--- src/rtl/bram_stream_pkg.sv ---
// Shared types and constants for the BRAM stream reader and its FIFO.
// The reader's abort input exists only when BRAM_STREAM_ABORT_EN is defined.
package bram_stream_pkg;

  typedef enum logic [1:0] {
    IDLE,
    RUN,
    DRAIN,
    DONE
  } state_t;

  localparam int FIFO_DEPTH = 2;

  function automatic int cnt_width(input int aw);
    return aw + 1;
  endfunction

endpackage

--- src/rtl/stream_fifo2.sv ---
// Two-entry data+last FIFO with push/pop/flush and an occupancy count.
// Simultaneous push and pop are allowed; flush has priority over push.
module stream_fifo2
  import bram_stream_pkg::*;
#(
  parameter int DATA_WIDTH = 8
) (
  input  logic                  clk,
  input  logic                  rst_n,
  input  logic                  flush,
  input  logic                  push,
  input  logic [DATA_WIDTH-1:0] push_data,
  input  logic                  push_last,
  input  logic                  pop,
  output logic [DATA_WIDTH-1:0] head_data,
  output logic                  head_last,
  output logic                  valid,
  output logic [1:0]            count
);

  logic [DATA_WIDTH-1:0] data_q [FIFO_DEPTH];
  logic                  last_q [FIFO_DEPTH];
  logic                  rd_ptr;
  logic                  wr_ptr;

  assign head_data = data_q[rd_ptr];
  assign head_last = last_q[rd_ptr];
  assign valid     = (count != 2'd0);

  always_ff @(posedge clk or negedge rst_n) begin
    if (!rst_n) begin
      for (int i = 0; i < FIFO_DEPTH; i++) begin
        data_q[i] <= '0;
        last_q[i] <= 1'b0;
      end
      rd_ptr <= 1'b0;
      wr_ptr <= 1'b0;
      count  <= 2'd0;
    end else if (flush) begin
      rd_ptr <= 1'b0;
      wr_ptr <= 1'b0;
      count  <= 2'd0;
    end else begin
      if (push) begin
        data_q[wr_ptr] <= push_data;
        last_q[wr_ptr] <= push_last;
        wr_ptr         <= ~wr_ptr;
      end
      if (pop) begin
        rd_ptr <= ~rd_ptr;
      end
      count <= count + {1'b0, push} - {1'b0, pop};
    end
  end

endmodule

--- src/rtl/bram_stream_reader.sv ---
// Burst reader for a 1-cycle-latency BRAM port, re-timed into a valid/ready stream.
// Define BRAM_STREAM_ABORT_EN to add an abort input that truncates a burst.
module bram_stream_reader
  import bram_stream_pkg::*;
#(
  parameter int DATA_WIDTH = 8,
  parameter int ADDR_WIDTH = 6
) (
  input  logic                  clk,
  input  logic                  rst_n,
  input  logic                  start,
  input  logic [ADDR_WIDTH-1:0] base_addr,
  input  logic [ADDR_WIDTH:0]   length,
  output logic                  busy,
  output logic                  done,
  output logic                  b_en,
  output logic [ADDR_WIDTH-1:0] b_addr,
  input  logic [DATA_WIDTH-1:0] b_dout,
  output logic                  m_valid,
  input  logic                  m_ready,
  output logic [DATA_WIDTH-1:0] m_data,
  output logic                  m_last
`ifdef BRAM_STREAM_ABORT_EN
  ,
  input  logic                  abort
`endif
);

  localparam int CW = cnt_width(ADDR_WIDTH);

  state_t                state;
  state_t                state_nxt;
  logic [ADDR_WIDTH-1:0] base_q;
  logic [CW-1:0]         len_q;
  logic [CW-1:0]         issued;
  logic                  inflight;
  logic                  inflight_last;
  logic                  pop;
  logic                  kill;
  logic                  issue_last;
  logic                  head_last;
  logic [1:0]            fifo_count;
  logic [2:0]            occ;

`ifdef BRAM_STREAM_ABORT_EN
  assign kill = abort & ((state == RUN) | (state == DRAIN));
`else
  assign kill = 1'b0;
`endif

  assign pop        = m_valid & m_ready;
  // Words owed to the FIFO after this cycle's pop, counting the one in flight.
  assign occ        = {1'b0, fifo_count} + {2'b0, inflight} - {2'b0, pop};
  assign issue_last = (issued == len_q - CW'(1));
  assign b_addr     = base_q + issued[ADDR_WIDTH-1:0];
  assign busy       = (state != IDLE);
  assign done       = (state == DONE);
  assign m_last     = m_valid & head_last;

  always_comb begin
    state_nxt = state;
    b_en      = 1'b0;
    unique case (state)
      IDLE: begin
        if (start) begin
          state_nxt = (length == '0) ? DONE : RUN;
        end
      end
      RUN: begin
        if (kill) begin
          state_nxt = DONE;
        end else if (occ < 3'd2) begin
          b_en = 1'b1;
          if (issue_last) begin
            state_nxt = DRAIN;
          end
        end
      end
      DRAIN: begin
        if (kill || occ == 3'd0) begin
          state_nxt = DONE;
        end
      end
      DONE: begin
        state_nxt = IDLE;
      end
      default: begin
        state_nxt = IDLE;
      end
    endcase
  end

  always_ff @(posedge clk or negedge rst_n) begin
    if (!rst_n) begin
      state         <= IDLE;
      base_q        <= '0;
      len_q         <= '0;
      issued        <= '0;
      inflight      <= 1'b0;
      inflight_last <= 1'b0;
    end else begin
      state <= state_nxt;
      if (state == IDLE && start) begin
        base_q <= base_addr;
        len_q  <= length;
        issued <= '0;
      end else if (b_en) begin
        issued <= issued + CW'(1);
      end
      inflight      <= b_en;
      inflight_last <= b_en & issue_last;
    end
  end

  stream_fifo2 #(
    .DATA_WIDTH(DATA_WIDTH)
  ) u_fifo (
    .clk      (clk),
    .rst_n    (rst_n),
    .flush    (kill),
    .push     (inflight),
    .push_data(b_dout),
    .push_last(inflight_last),
    .pop      (pop),
    .head_data(m_data),
    .head_last(head_last),
    .valid    (m_valid),
    .count    (fifo_count)
  );

endmodule

--- config.mk ---
export PLATFORM = sky130hd
export DESIGN_NAME = bram_stream_reader
export DESIGN_NICKNAME = d
export VERILOG_FILES = /design/src/rtl/bram_stream_pkg.sv /design/src/rtl/stream_fifo2.sv /design/src/rtl/bram_stream_reader.sv
export SDC_FILE = /design/constraint.sdc
export NUM_CORES = 1
export LEC_CHECK = 0
export CAP_MARGIN = 10
export CORE_MARGIN = 2
export CORE_UTILIZATION = 53
export CTS_CLUSTER_DIAMETER = 40
export CTS_CLUSTER_SIZE = 20
export DETAILED_ROUTE_END_ITERATION = 10
export PLACE_DENSITY = 0.8
export SYNTH_ARGS = -nofsm -noshare
export SYNTH_HDL_FRONTEND = slang
export SYNTH_HIERARCHICAL = 1
export SYNTH_SLANG_ARGS = --single-unit
--- constraint.sdc ---
create_clock -name clk -period 4.1 [get_ports clk]
set_input_delay 0.82 -clock clk [delete_from_list [all_inputs] [get_ports clk]]
set_output_delay 0.82 -clock clk [all_outputs]
set_load 0.1 [all_outputs]
# --- After elaboration in Yosys (flattened, before gate mapping) ---
# Index checks and enable logic that the tools add are counted.
classes:
  mux: 22
  magnitude_cmp: 4
  reduce_logical: 9
  n_eq_ne: 8
  n_bitwise: 7
  add_sub_neg: 7
ops:
  columns: ["operator", "n"]
  rows:
  - ["8-bit 2-to-1 mux", 4]
  - ["16-bit bitwise mux", 1]
  - ["7-bit 2-to-1 mux", 2]
  - ["2-bit 2-to-1 mux", 5]
  - ["8-bit demux with 1-bit select", 1]
  - ["2-bit inequality test, second input constant", 4]
  - ["2-bit case mux with 4 select lines", 1]
  - ["7-bit by 1-bit adder with 7-bit output, second input constant", 1]
  - ["7-bit equality test", 1]
  - ["7-bit zero test", 1]
  - ["7-bit by 1-bit subtractor with 7-bit output, second input constant", 1]
  - ["6-bit adder", 1]
  - ["1-bit 2-to-1 mux", 6]
  - ["2-bit nonzero test", 3]
  - ["2-bit equality test, second input constant", 2]
  - ["2-bit >= comparator, second input constant", 2]
  - ["1-bit inverter with 2-bit output", 2]
  - ["4-bit AND reduction", 1]
  - ["2-bit by 1-bit adder with 3-bit output", 1]
  - ["1-bit bitwise AND", 3]
  - ["3-bit zero test", 1]
  - ["3-bit by 2-bit < comparator with 1-bit output, second input constant", 1]
  - ["3-bit by 1-bit subtractor with 3-bit output", 1]
  - ["2-bit by 1-bit adder with 2-bit output", 1]
  - ["8 further kinds", 10]
word_totals:
  register_bits: 46
  input_bits: 25
  out_inout_bits: 19

# --- Logic depth before layout (Yosys ltp) ---
# Gate-level depths: netlist (run 1).
depth:
  depth_word: 8
  ltp_mapped: 12
  ltp_nobuf: 12

# --- Modules after synthesis ---
# Netlist (run 1), hierarchy kept.
modules_own_cells:
  columns: ["module", "area_each_um2", "n_inst", "seq_area_each_um2", "cells_each"]
  rows:
  - ["bram_stream_reader", 1539.0, 1, 600.6, 166]
  - ["stream_fifo2", 999.7, 1, 550.5, 65]

# --- Worst setup path before layout (run 1) ---
# OpenSTA, ideal clock, no wires.
synth_path:
  path_type: "register to output"
  start: "reg u_fifo.count[1]"
  end: "out b_en"
  arrival_ns: 3.610
  t_required_ns: 3.280
  stages_incl_launch_ff: 8
  n_path_buf: 0
  setup_slack_ns: -0.330
  cell_sequence: "dfrtp_1 -> or2_2 -> and2_1 -> ha_1 -> inv_1 -> ha_1 -> fa_1 -> nor3_2"
synth_via:
  elab_chain_len: 6
  elab_cells_between_ends: 7
synth_rtl:
  columns: ["element", "line_no", "text"]
  rows:
  - ["start, declared", "stream_fifo2.sv:18", "output logic [1:0] count"]
  - ["start signal, assigned", "stream_fifo2.sv:52", "count <= count + {1'b0, push} - {1'b0, pop};"]
  - ["2-bit nonzero test", "stream_fifo2.sv:28", "assign valid = (count != 2'd0);"]
  - ["net m_valid", "bram_stream_reader.sv:19", "output logic m_valid,"]
  - ["1-bit bitwise AND", "bram_stream_reader.sv:51", "assign pop = m_valid & m_ready;"]
  - ["net pop", "bram_stream_reader.sv:38", "logic pop;"]
  - ["3-bit by 1-bit subtractor with 3-bit output", "bram_stream_reader.sv:53", "assign occ = {1'b0, fifo_count} + {2'b0, inflight} - {2'b0, pop};"]
  - ["3-bit by 2-bit < comparator with 1-bit output", "bram_stream_reader.sv:72", "end else if (occ < 3'd2) begin"]
  - ["1-bit 2-to-1 mux", "bram_stream_reader.sv:72", null]
  - ["1-bit 2-to-1 mux", "bram_stream_reader.sv:63", "unique case (state)"]
  - ["end, declared", "bram_stream_reader.sv:16", "output logic b_en,"]
# The timed path passes the listed nets, and every way through them passes these cells.

# --- Worst setup path in the final report (run 1) ---
layout_path:
  start: "in m_ready"
  end: "out b_en"
layout_via:
  elab_chain_len: 5
layout_rtl:
  columns: ["element", "line_no", "text"]
  rows:
  - ["start, declared", "bram_stream_reader.sv:20", "input logic m_ready,"]
  - ["1-bit bitwise AND", "bram_stream_reader.sv:51", null]
  - ["net pop", "bram_stream_reader.sv:38", null]
  - ["3-bit by 1-bit subtractor with 3-bit output", "bram_stream_reader.sv:53", null]
  - ["3-bit by 2-bit < comparator with 1-bit output", "bram_stream_reader.sv:72", null]
  - ["1-bit 2-to-1 mux", "bram_stream_reader.sv:72", null]
  - ["1-bit 2-to-1 mux", "bram_stream_reader.sv:63", null]
# The timed path passes the listed nets, and every way through them passes these cells.

==> results of run 1 <==
through the flow:
stage / setup WS, ns / hold slack, ns / cells / instance area, sq um / utilization, %
after floorplan: 0.143 / 0.452 / 236 / 2560 / -
after global placement: 0.360 / 0.467 / 329 / 3030 / 65.1
after detailed placement: 0.337 / 0.477 / 329 / 3030 / 65.1
after CTS: 0.299 / 0.501 / 337 / 3130 / 67.1
after global routing: 0.215 / 0.525 / 337 / 3130 / 67.1
final: 0.306 / 0.499 / 337 / 3130 / 67.1
state kept, by name (all words and copies together) (netlist names):
name	flops
inflight_last	1
inflight	1
state	2
u_fifo/rd_ptr	1
u_fifo/last_q	2
len_q	7
u_fifo/count	2
base_q	6
u_fifo/wr_ptr	1
u_fifo/data_q	16
issued	7
cell usage in the layout (no fill, tap or decap), drive strengths merged, types with 2 or more instances in the layout:
cell           count
mux2              27
xor2               9
nor2              13
mux2i              3
o21ai              4
conb               6
a21o               2
clkdlybuf4s50     36
nor4               4
and2               4
nand2             36
a21oi              4
fa                 2
inv               20
nor2b              2
clkbuf             5
ha                16
nand4              4
buf                8
dfrtp             46
nand2b             2
xnor2             14
nor3               3
cell type report:
class / count / area [sq um]
inverters: 19 / 71.3
repair buffers: 44 / 430
clock buffers: 5 / 68.8
well taps: 54 / 67.6
flip-flops and latches: 46 / 1150
clock inverters: 3 / 25.0
multi-input cells: 166 / 1310
fillers: 376 / 1530
synth_stat cells, types with 2 or more instances:
master and count:
fa_1 2, and2_1 3, nand4_1 4, ha_1 16, nor2b_1 2, nor3_1 2, o21ai_0 4, nor4_2 3
a21oi_1 4, a21o_1 2, nor2_1 13, dfrtp_1 46, mux2i_1 3, nand2_1 36, xnor2_1 14, xor2_1 9
clkbuf_1 3, mux2_2 27, inv_1 18
critical path: cells and delay by family:
family	cells	cell delay (ns)
adder cells (fa/ha/maj)	3	1.00
buffers and inverters	3	0.66
AND/OR/NAND/NOR	2	0.49
cell families after synthesis:
| family | Yosys count |
|---|---|
| buffers and inverters | 24 |
| xor gates and xnor gates | 24 |
| AOI/OAI and AO/OA | 16 |
| muxes | 30 |
| and+or+nand+nor | 72 |
| DFF | 46 |
| adders and majority gates | 18 |
| other | 1 |
worst min-delay path by stage:
stage,cells past startpoint,endpoint,slack (ns)
after floorplan,2,base_q[0],0.45
after global placement,2,base_q[4],0.47
after detailed placement,2,base_q[4],0.48
after CTS,2,base_q[3],0.50
after global routing,1,u_fifo/last_q[1],0.53
final,2,base_q[3],0.50
per-layer routing:
| metal | up-vias | wire [um] | part of all wire [%] | track usage [%] |
|---|---|---|---|---|
| li1 | 862 | - | - | - |
| met1 | 850 | 2040 | 44 | 23.1 |
| met2 | 33 | 2320 | 50 | 33.6 |
| met3 | 7 | 191 | 4.1 | 4.70 |
| met4 | 0 | 65 | 1.4 | 7.82 |
| met5 | - | 0 | 0 | 0 |
==> qor.csv, run 1 <==
stage,metric,value,unit
drt,initial drt markers,63,
worst_setup_path,startpoint type of the worst setup path,input pin,
cts,CTS tree,done,
worst_setup_path,Crit Path Max Fanout,3,
die,Initial Util,54.5,%
sta,Final Hold Vio Count,0,
logic_synthesis,number of flops mapped to enable cells by yosys,0,
sta,Slew headroom,33.1,%
cts,CTS Buffer Depth,2,
die,die width,73.2,um
cts,H-tree Lvls,2,
cts,Clock transition at path regs,0.09,ns
sta,post-route clock skew,0.0128,ns
logic_synthesis,Synth Register Bits,46,
layout,fraction of layout cells with a size suffix above 1,19.1,%
drt,Residual DRC,0,
logic_synthesis,post-synthesis xor/xnor area fraction,8.82,%
global_routing,largest net degree at the start of global routing,47,
die,die area,0.00536,sq mm
worst_setup_path,Worst Setup EP,b_en,
logic_synthesis,"Avg Cell Area, Syn",11.0,sq um
logic_synthesis,combinational family with the most area after synthesis,simple AND/OR/NAND/NOR gates,
sta,max frequency,0.264,GHz
sta,Final Slew Violations,0,
die,IO Pins,44,
cts,Root Buffer,clkbuf_8,
run_status,status,"finished, final reports clean",
worst_setup_path,r2r setup slk,0.94,ns
worst_setup_path,R2R cell count,12,
drt,ANT nets after route,0,
worst_setup_path,cell mode on critical path,ha_1,
layout,final net count,325,
die,Core Rows,25,
place,dpl hpwl,3320,um
logic_synthesis,asr flop ratio synth,100,%
logic_synthesis,Unique masters post-synth,39,
worst_setup_path,CP max stage cell,fa_1,
cts,Post-CTS Resized,0,
global_routing,grt ovf,0,
drt,wire per inst,13.7,um
cts,number of buffers created by CTS,5,
worst_setup_path,worst-path cell chain,clkdlybuf4s50_1 -> and2_1 -> ha_1 -> inv_1 -> ha_1 -> fa_1 -> nor3_4 -> buf_12,
die,Core Box Area,0.00466,sq mm
worst_setup_path,R2R Path End,state[0],
cts,CTS hold repair buffers,0,
worst_setup_path,critical path arrival,2.97,ns
global_routing,vias in the first global route,1852,
drt,Via-to-Cell Ratio,5.20,
logic_synthesis,"Primary FF master, synth",dfrtp_1,
logic_synthesis,post-synth top area cell,dfrtp_1,
place,PortBufs,43,
sta,Least-Margin Pin Slew,1.00,ns
drt,Total Routed Length,4620,um
cts,"Setup Fix Bufs, Post-CTS",0,
logic_synthesis,synth warn,6,
global_routing,initial antenna violation count,0,
sta,RSZ-0062 raised after global routing,false,
logic_synthesis,mux cell area share after synthesis,13.2,%
hold_path,hold crit path type,register to register,
global_routing,gr usage total,19.5,%
sta,final setup vio count,0,
logic_synthesis,Mapped Area,0.00254,sq mm
layout,ANT cells,0,
worst_setup_path,worst path required time,3.28,ns
job,max_cap viols,0,
worst_setup_path,max incr delay on CP,0.53,ns
place,Routability Congestion,0.751,
sta,fin crit share,92.5,%
logic_synthesis,dominant cells by area after synthesis,"dfrtp_1 45%, mux2_2 12%, ha_1 7.9%",
logic_synthesis,Simple-Gate Fraction of Synth Area,14.8,%
drt,via count,1752,
logic_synthesis,register area share after synthesis,45.3,%
cts,clock sinks,46,
sta,Tmin final,3.79,ns
global_routing,wire length of the first global-routing pass,7920,um
die,Die Ht,73.2,um
worst_setup_path,Critical Path Start,m_ready,
worst_setup_path,Setup CP Type,input pin to output port,
logic_synthesis,Post-Synthesis Cells,231,
logic_synthesis,adder-cell share of the synthesized area,9.46,%
worst_setup_path,CP Capture Type,output port,
layout,Layout area overhead,23.2,%
drt,DR pass1 iterations,4,
logic_synthesis,Compound-Gate Fraction of Synth Area,4.34,%
sta,setup TNS,0,ns
hold_path,worst hold path startpoint,base_q[3],
logic_synthesis,Yosys top cell area share,45.3,%
cts,Skew-Pair Late Insertion Delay,0.31,ns
worst_setup_path,worst r2r src,u_fifo/count[1],
Power of run 1 is left out: the tool's default activity adds up to more than one toggle a clock period on the data nets, which glitch-free logic cannot reach.
==> run 2, diff against run 1 <==
--- a/config.mk
+++ b/config.mk
@@ -10,3 +10,3 @@
 export CORE_UTILIZATION = 53
-export CTS_CLUSTER_DIAMETER = 40
+export CTS_BUF_LIST = sky130_fd_sc_hd__clkbuf_16
 export CTS_CLUSTER_SIZE = 20
--- a/constraint.sdc
+++ b/constraint.sdc
@@ -3,2 +3,2 @@
 set_output_delay 0.82 -clock clk [all_outputs]
-set_load 0.1 [all_outputs]
+set_load 0.01 [all_outputs]
==> run 2 against run 1 <==
  * Utilization rose by 2.1 points
  * First-iteration DRC count grew 14%
  * Via count unchanged
  * Final cell count up 0.89%
  * Critical path depth is the same
  * Count of clock-buffer cells in the layout unchanged
  * Register-to-register slack worse by 0.07 ns
  * Hold slack got worse by 0.012 ns
  * Global-route usage shrank 0.40 points
  * Critical path type unchanged
  * Critical endpoint unchanged
  * Largest cell class unchanged
==> qor.csv, run 2 (synthesis gave the netlist of run 1 again) <==
stage,metric,value,unit,change
run_status,status,"finished, final reports clean",,unchanged
drt,Residual DRC,0,,unchanged
die,Initial Util,54.5,%,unchanged
worst_setup_path,r2r setup slk,0.87,ns,was 0.94 ns
cts,CTS Buffer Depth,2,,unchanged
place,PortBufs,43,,unchanged
sta,fin crit share,88.9,%,was 92.5%
drt,DR pass1 iterations,4,,unchanged
layout,largest registers,"u_fifo/data_q: 16 flops, issued: 7 flops, len_q: 7 flops",,unchanged
die,Core Box Area,0.00466,sq mm,unchanged
layout,max FFs per register,16,,unchanged
worst_setup_path,CP max stage cell,fa_1,,unchanged
worst_setup_path,worst-path cell chain,clkdlybuf4s50_1 -> and2_1 -> ha_1 -> inv_1 -> ha_1 -> fa_1 -> nor3_2 -> dlymetal6s2s_1,,was clkdlybuf4s50_1 -> and2_1 -> ha_1 -> inv_1 -> ha_1 -> fa_1 -> nor3_4 -> buf_12
worst_setup_path,Critical Path Start,m_ready,,unchanged
sta,Least-Margin Pin Slew,1.00,ns,about the same
sta,setup TNS,0,ns,unchanged
die,die area,0.00536,sq mm,unchanged
pwr,Peak VDD IR,0.376,mV,
hold_path,hold crit path type,register to register,,unchanged
job,max_cap viols,0,,unchanged
die,Die Ht,73.2,um,unchanged
die,IO Pins,44,,unchanged
cts,H-tree Lvls,2,,unchanged
drt,ANT nets after route,0,,unchanged
cts,CTS hold repair buffers,0,,unchanged
pwr,Pleak,1.58,nW,
global_routing,grt ovf,0,,unchanged
worst_setup_path,critical path arrival,2.83,ns,was 2.97 ns
global_routing,vias in the first global route,1762,,was 1852
worst_setup_path,R2R Path End,state[0],,unchanged
worst_setup_path,worst r2r src,u_fifo/count[1],,unchanged
pwr,total design power,2.46,mW,
drt,wire per inst,13.2,um,was 13.7 um
cts,Skew-Pair Late Insertion Delay,0.29,ns,was 0.31 ns
pwr,part of the power in registers,31.9,%,
pwr,combinational power share,49.4,%,
global_routing,gr usage total,19.1,%,was 19.5%
global_routing,wire length of the first global-routing pass,7820,um,was 7920 um
layout,Largest Register,u_fifo/data_q,,unchanged
place,Routability Congestion,0.767,,was 0.751
layout,ANT cells,0,,unchanged
global_routing,largest net degree at the start of global routing,47,,unchanged
cts,clock sinks,46,,unchanged
die,die width,73.2,um,unchanged
layout,final net count,328,,was 325
sta,final setup vio count,0,,unchanged
drt,Via-to-Cell Ratio,5.15,,was 5.20
layout,"most common cell after layout, fill and taps aside",dfrtp_1,,unchanged
cts,number of buffers created by CTS,5,,unchanged
sta,max frequency,0.274,GHz,was 0.264 GHz
drt,via count,1752,,unchanged
sta,Final Hold Vio Count,0,,unchanged
worst_setup_path,Worst Setup EP,b_en,,unchanged
worst_setup_path,max incr delay on CP,0.49,ns,was 0.53 ns
worst_setup_path,cell mode on critical path,ha_1,,unchanged
die,Core Rows,25,,unchanged
pwr,P_int,1.61,mW,
cts,"Setup Fix Bufs, Post-CTS",0,,unchanged
sta,post-route clock skew,0.00326,ns,was 0.0128 ns
worst_setup_path,Setup CP Type,input pin to output port,,unchanged
worst_setup_path,startpoint type of the worst setup path,input pin,,unchanged
cts,Clock transition at path regs,0.06,ns,was 0.09 ns
pwr,Sw Share,34.7,%,
pwr,Clock power frac,18.7,%,
layout,fraction of layout cells with a size suffix above 1,17.8,%,was 19.1%
drt,Total Routed Length,4480,um,was 4620 um
sta,Final Slew Violations,0,,unchanged
worst_setup_path,R2R cell count,13,,was 12
pwr,Sw Pwr,0.853,mW,
drt,initial drt markers,72,,was 63
pwr,Power Density,763,mW/mm^2,
cts,CTS tree,done,,unchanged
worst_setup_path,worst path required time,3.28,ns,about the same
place,dpl hpwl,3280,um,was 3320 um
worst_setup_path,CP Capture Type,output port,,unchanged
layout,most frequent cells in the layout,"46 x dfrtp_1, 41 x clkdlybuf4s50_1, 36 x nand2_1",,"was 46 x dfrtp_1, 36 x nand2_1, 36 x clkdlybuf4s50_1"
sta,Slew headroom,33.2,%,was 33.1%
layout,Filler cells,363,,was 376
sta,RSZ-0062 raised after global routing,false,,unchanged
cts,Root Buffer,clkbuf_16,,was clkbuf_8
worst_setup_path,Crit Path Max Fanout,2,,was 3
cts,Post-CTS Resized,0,,unchanged
sta,Tmin final,3.65,ns,was 3.79 ns
global_routing,initial antenna violation count,0,,unchanged
layout,Layout area overhead,27.0,%,was 23.2%
-- run 2: worst min path at each step --
stage	startpoint	to	slack, ns	cells past startpoint
detailed placement	base_q[4]	base_q[4]	0.47	2
floorplan	base_q[0]	base_q[0]	0.45	2
CTS	base_q[4]	base_q[4]	0.49	2
finish	base_q[4]	base_q[4]	0.49	2
global route	u_fifo/data_q[4]	u_fifo/data_q[4]	0.51	1
global placement	base_q[4]	base_q[4]	0.47	2
-- run 2: area by class of cell --
class / instances / area [sq um] / share of cell area [%]
Multi-Input combinational cell: 166 / 1310 / 40.6
Sequential cell: 46 / 1150 / 35.7
Timing Repair Buffer: 47 / 458 / 14.2
Clock buffer: 5 / 125 / 3.88
Inverter: 19 / 71.3 / 2.21
Tap cell: 54 / 67.6 / 2.10
Clock inverter: 3 / 43.8 / 1.36
-- run 2: power by group through the flow --
stage	clock [mW]	combinational (mW)	sequential, mW
after floorplan	0	0.810	0.744
after global placement	0	1.20	0.788
after detailed placement	0	1.23	0.794
after CTS	0.472	1.24	0.788
after global routing	0.491	1.35	0.813
final	0.460	1.21	0.785
-- run 2: routing by layer --
metal  vias to the layer above  track usage [%]  part of all wire, %  wire length, um
met5                         -                0                    0                0
met4                         0             6.17                  1.4               63
met3                         7             4.97                  4.7              210
met2                        34             30.9                   48             2150
met1                       845             24.9                   46             2060
li1                        866                -                    -                -
-- run 2: per-stage QoR --
step / hold WS, ns / cell area (sq um) / utilization [%] / setup slack [ns] / std cells
after floorplan: 0.452 / 2560 / - / 0.879 / 236
after global placement: 0.468 / 3050 / 65.5 / 0.0855 / 332
after detailed placement: 0.475 / 3050 / 65.5 / 0.0821 / 332
after CTS: 0.492 / 3220 / 69.1 / 0.0640 / 340
after global routing: 0.513 / 3220 / 69.2 / 0.360 / 340
final: 0.487 / 3220 / 69.2 / 0.454 / 340
-- run 2: critical path, delay by kind of cell --
| kind | cells | cell delay (ns) |
|---|---|---|
| and+or+nand+nor | 2 | 0.42 |
| adders and majority gates | 3 | 0.95 |
| buffers and inverters | 3 | 0.63 |
No activity file was read; power rests on OpenSTA's default activity.
==> run 3, diff against run 2 <==
Settings changed: GPL_TIMING_DRIVEN set to 0, SLEW_MARGIN set to 20.
==> run 3 against run 2 <==
  * Die area unchanged
  * Global-route usage grew 0.11 points
  * Largest cell class unchanged
  * Total power fell by 1.8%
  * Critical endpoint unchanged
  * Largest power group unchanged
  * Final cell count increased by 0.88%
  * Utilization is 0.24 points higher
  * Fmax down 3.3%
  * Register-to-register slack is essentially flat
  * Highest routed layer unchanged
==> qor.csv, run 3 (synthesis gave the netlist of run 1 again) <==
stage,metric,value,unit,change
run_status,status,"finished, final reports clean",,unchanged
place,Routability Congestion,0.800,,was 0.767
drt,Via-to-Cell Ratio,5.18,,was 5.15
die,IO Pins,44,,unchanged
sta,final setup vio count,0,,unchanged
sta,Final Hold Vio Count,0,,unchanged
worst_setup_path,R2R Path End,state[0],,unchanged
worst_setup_path,worst r2r src,u_fifo/count[1],,unchanged
drt,wire per inst,13.6,um,was 13.2 um
layout,max FFs per register,16,,unchanged
worst_setup_path,CP bufs+invs,3,,unchanged
worst_setup_path,startpoint type of the worst setup path,input pin,,unchanged
worst_setup_path,r2r setup slk,0.86,ns,was 0.87 ns
global_routing,largest net degree at the start of global routing,26,,was 47
drt,initial drt markers,79,,was 72
sta,Slew headroom,64.8,%,was 33.2%
worst_setup_path,Crit Path Max Fanout,3,,was 2
layout,Largest Register,u_fifo/data_q,,unchanged
die,Initial Util,54.5,%,unchanged
worst_setup_path,max incr delay on CP,0.41,ns,was 0.49 ns
layout,"most common cell after layout, fill and taps aside",dfrtp_1,,unchanged
layout,fraction of layout cells with a size suffix above 1,17.6,%,was 17.8%
sta,Final Slew Violations,0,,unchanged
sta,Least-Margin Pin Slew,0.528,ns,was 1.00 ns
pwr,total design power,2.42,mW,was 2.46 mW
layout,Layout area overhead,27.5,%,was 27.0%
drt,ANT nets after route,0,,unchanged
place,placed cell count,334,,was 332
place,dpl hpwl,3550,um,was 3280 um
pwr,Clock power frac,16.6,%,was 18.7%
drt,Total Routed Length,4660,um,was 4480 um
global_routing,wire length of the first global-routing pass,7890,um,was 7820 um
pwr,P_int,1.54,mW,was 1.61 mW
cts,CTS tree,done,,unchanged
worst_setup_path,worst path required time,3.28,ns,about the same
pwr,part of the power in registers,32.2,%,was 31.9%
global_routing,grt ovf,0,,unchanged
sta,post-route clock skew,0.00869,ns,was 0.00326 ns
layout,largest registers,"u_fifo/data_q: 16 flops, issued: 7 flops, len_q: 7 flops",,unchanged
drt,Residual DRC,0,,unchanged
worst_setup_path,cell mode on critical path,ha_1,,unchanged
die,die width,73.2,um,unchanged
sta,max frequency,0.265,GHz,was 0.274 GHz
worst_setup_path,R2R cell count,12,,was 13
cts,Skew-Pair Late Insertion Delay,0.28,ns,was 0.29 ns
hold_path,Worst Hold End,base_q[4],,unchanged
worst_setup_path,cell family with most CP delay,adder cells,,unchanged
cts,H-tree Lvls,2,,unchanged
pwr,Pleak,1.57,nW,was 1.58 nW
global_routing,initial antenna violation count,0,,unchanged
die,die area,0.00536,sq mm,unchanged
global_routing,gr usage total,19.2,%,was 19.1%
cts,Clock transition at path regs,0.06,ns,about the same
layout,ANT cells,0,,unchanged
worst_setup_path,Setup CP Type,input pin to output port,,unchanged
job,max_cap viols,0,,unchanged
die,Core Box Area,0.00466,sq mm,unchanged
sta,RSZ-0062 raised after global routing,false,,unchanged
die,Core Rows,25,,unchanged
layout,final net count,331,,was 328
layout,Filler cells,365,,was 363
drt,DR pass1 iterations,4,,unchanged
sta,fin crit share,92.0,%,was 88.9%
pwr,Power Density,747,mW/mm^2,was 763 mW/mm^2
cts,number of buffers created by CTS,5,,unchanged
hold_path,hold depth,2,,unchanged
place,PortBufs,43,,unchanged
cts,clock sinks,46,,unchanged
global_routing,vias in the first global route,1749,,was 1762
layout,"Cell Count, Final, Fillers Out",343,,was 340
worst_setup_path,worst-path cell chain,clkdlybuf4s50_1 -> and2_1 -> ha_1 -> inv_1 -> ha_1 -> fa_1 -> xnor2_1 -> nor3_4 -> dlymetal6s2s_1,,was clkdlybuf4s50_1 -> and2_1 -> ha_1 -> inv_1 -> ha_1 -> fa_1 -> nor3_2 -> dlymetal6s2s_1
cts,Root Buffer,clkbuf_16,,unchanged
pwr,Sw Pwr,0.878,mW,was 0.853 mW
place,placement-stage cell area,0.00307,sq mm,was 0.00305 sq mm
hold_path,worst hold path startpoint,base_q[4],,unchanged
drt,via count,1776,,was 1752
cts,CTS Buffer Depth,2,,unchanged
pwr,combinational power share,51.2,%,was 49.4%
worst_setup_path,critical path arrival,2.95,ns,was 2.83 ns
sta,Tmin final,3.77,ns,was 3.65 ns
layout,Finished Cell Area,0.00324,sq mm,was 0.00322 sq mm
layout,final core utilization,69.4,%,was 69.2%
pwr,Sw Share,36.3,%,was 34.7%
worst_setup_path,CP max stage cell,xnor2_1,,was fa_1
worst_setup_path,CP Capture Type,output port,,unchanged
hold_path,hold crit path type,register to register,,unchanged
layout,most frequent cells in the layout,"46 x dfrtp_1, 41 x clkdlybuf4s50_1, 36 x nand2_1",,unchanged
pwr,Peak VDD IR,0.321,mV,was 0.376 mV
die,Die Ht,73.2,um,unchanged
sta,setup TNS,0,ns,unchanged
-- run 3: cell types whose count changed in the layout (fill, tap and decap cells not counted), sizes merged --
cell / delta
clkinv: -1
bufinv: -1
clkbuf: +3
clkinvlp: +2
-- run 3: repair_timing --
item                                    4_1_cts  5_1_grt
hold buffers                                  0        0
buffers inserted                              1        0
gates resized for setup                       1        1
endpoints found under the hold margin         0        0
endpoints found under the setup margin        1        1
pin swaps                                     1        0
-- run 3: cell type report --
type	instances	area [sq um]	area share [%]
inverters	19	71.3	2.20
repair buffers	45	455	14.1
clock inverters	3	23.8	0.735
plain buffers	5	27.5	0.851
multi-input cells	166	1310	40.6
well taps	54	67.6	2.09
clock buffers	5	125	3.87
flip-flops and latches	46	1150	35.6
-- run 3: metrics by stage --
| step | worst slack, ns | hold slack, ns |
|---|---|---|
| 3_3_place_gp | -0.313 | 0.468 |
| 6_report | 0.329 | 0.488 |
| 5_1_grt | 0.222 | 0.514 |
| 2_1_floorplan | 0.879 | 0.452 |
| 3_5_place_dp | -0.284 | 0.474 |
| 4_1_cts | 0.00841 | 0.492 |
-- run 3: metal layers --
| metal | routed length, um | vias to the layer above | part of all wire [%] | track usage (%) |
|---|---|---|---|---|
| met4 | 31 | 0 | 0.67 | 5.56 |
| met1 | 1990 | 858 | 43 | 23.1 |
| li1 | - | 884 | - | - |
| met3 | 164 | 4 | 3.5 | 3.45 |
| met2 | 2470 | 30 | 53 | 34.7 |
| met5 | 0 | - | 0 | 0 |
-- run 3: worst register-to-register path: cells and delay by family (launching register included) --
family	cells	cell delay (ns)
buffers and inverters	1	0.04
adder cells (fa/ha/maj)	3	0.85
multiplexers	1	0.15
AO/OA/AOI/OAI	1	0.18
XOR/XNOR	1	0.22
AND/OR/NAND/NOR	5	1.25
flip-flops	1	0.41
-- run 3: power groups by stage --
stage | clock network [mW] | registers (mW) | logic, mW
after CTS | 0.414 | 0.779 | 1.26
final | 0.402 | 0.778 | 1.24
after detailed placement | 0 | 0.786 | 1.22
after floorplan | 0 | 0.744 | 0.810
after global placement | 0 | 0.776 | 1.18
after global routing | 0.430 | 0.802 | 1.37
-- run 3: worst max-delay path by stage --
stage | start | endpoint | cells after the start
2_1_floorplan | m_ready | b_en | 6
3_3_place_gp | m_ready | b_en | 8
6_report | m_ready | b_en | 9
3_5_place_dp | m_ready | b_en | 8
4_1_cts | m_ready | b_en | 9
5_1_grt | m_ready | b_en | 9
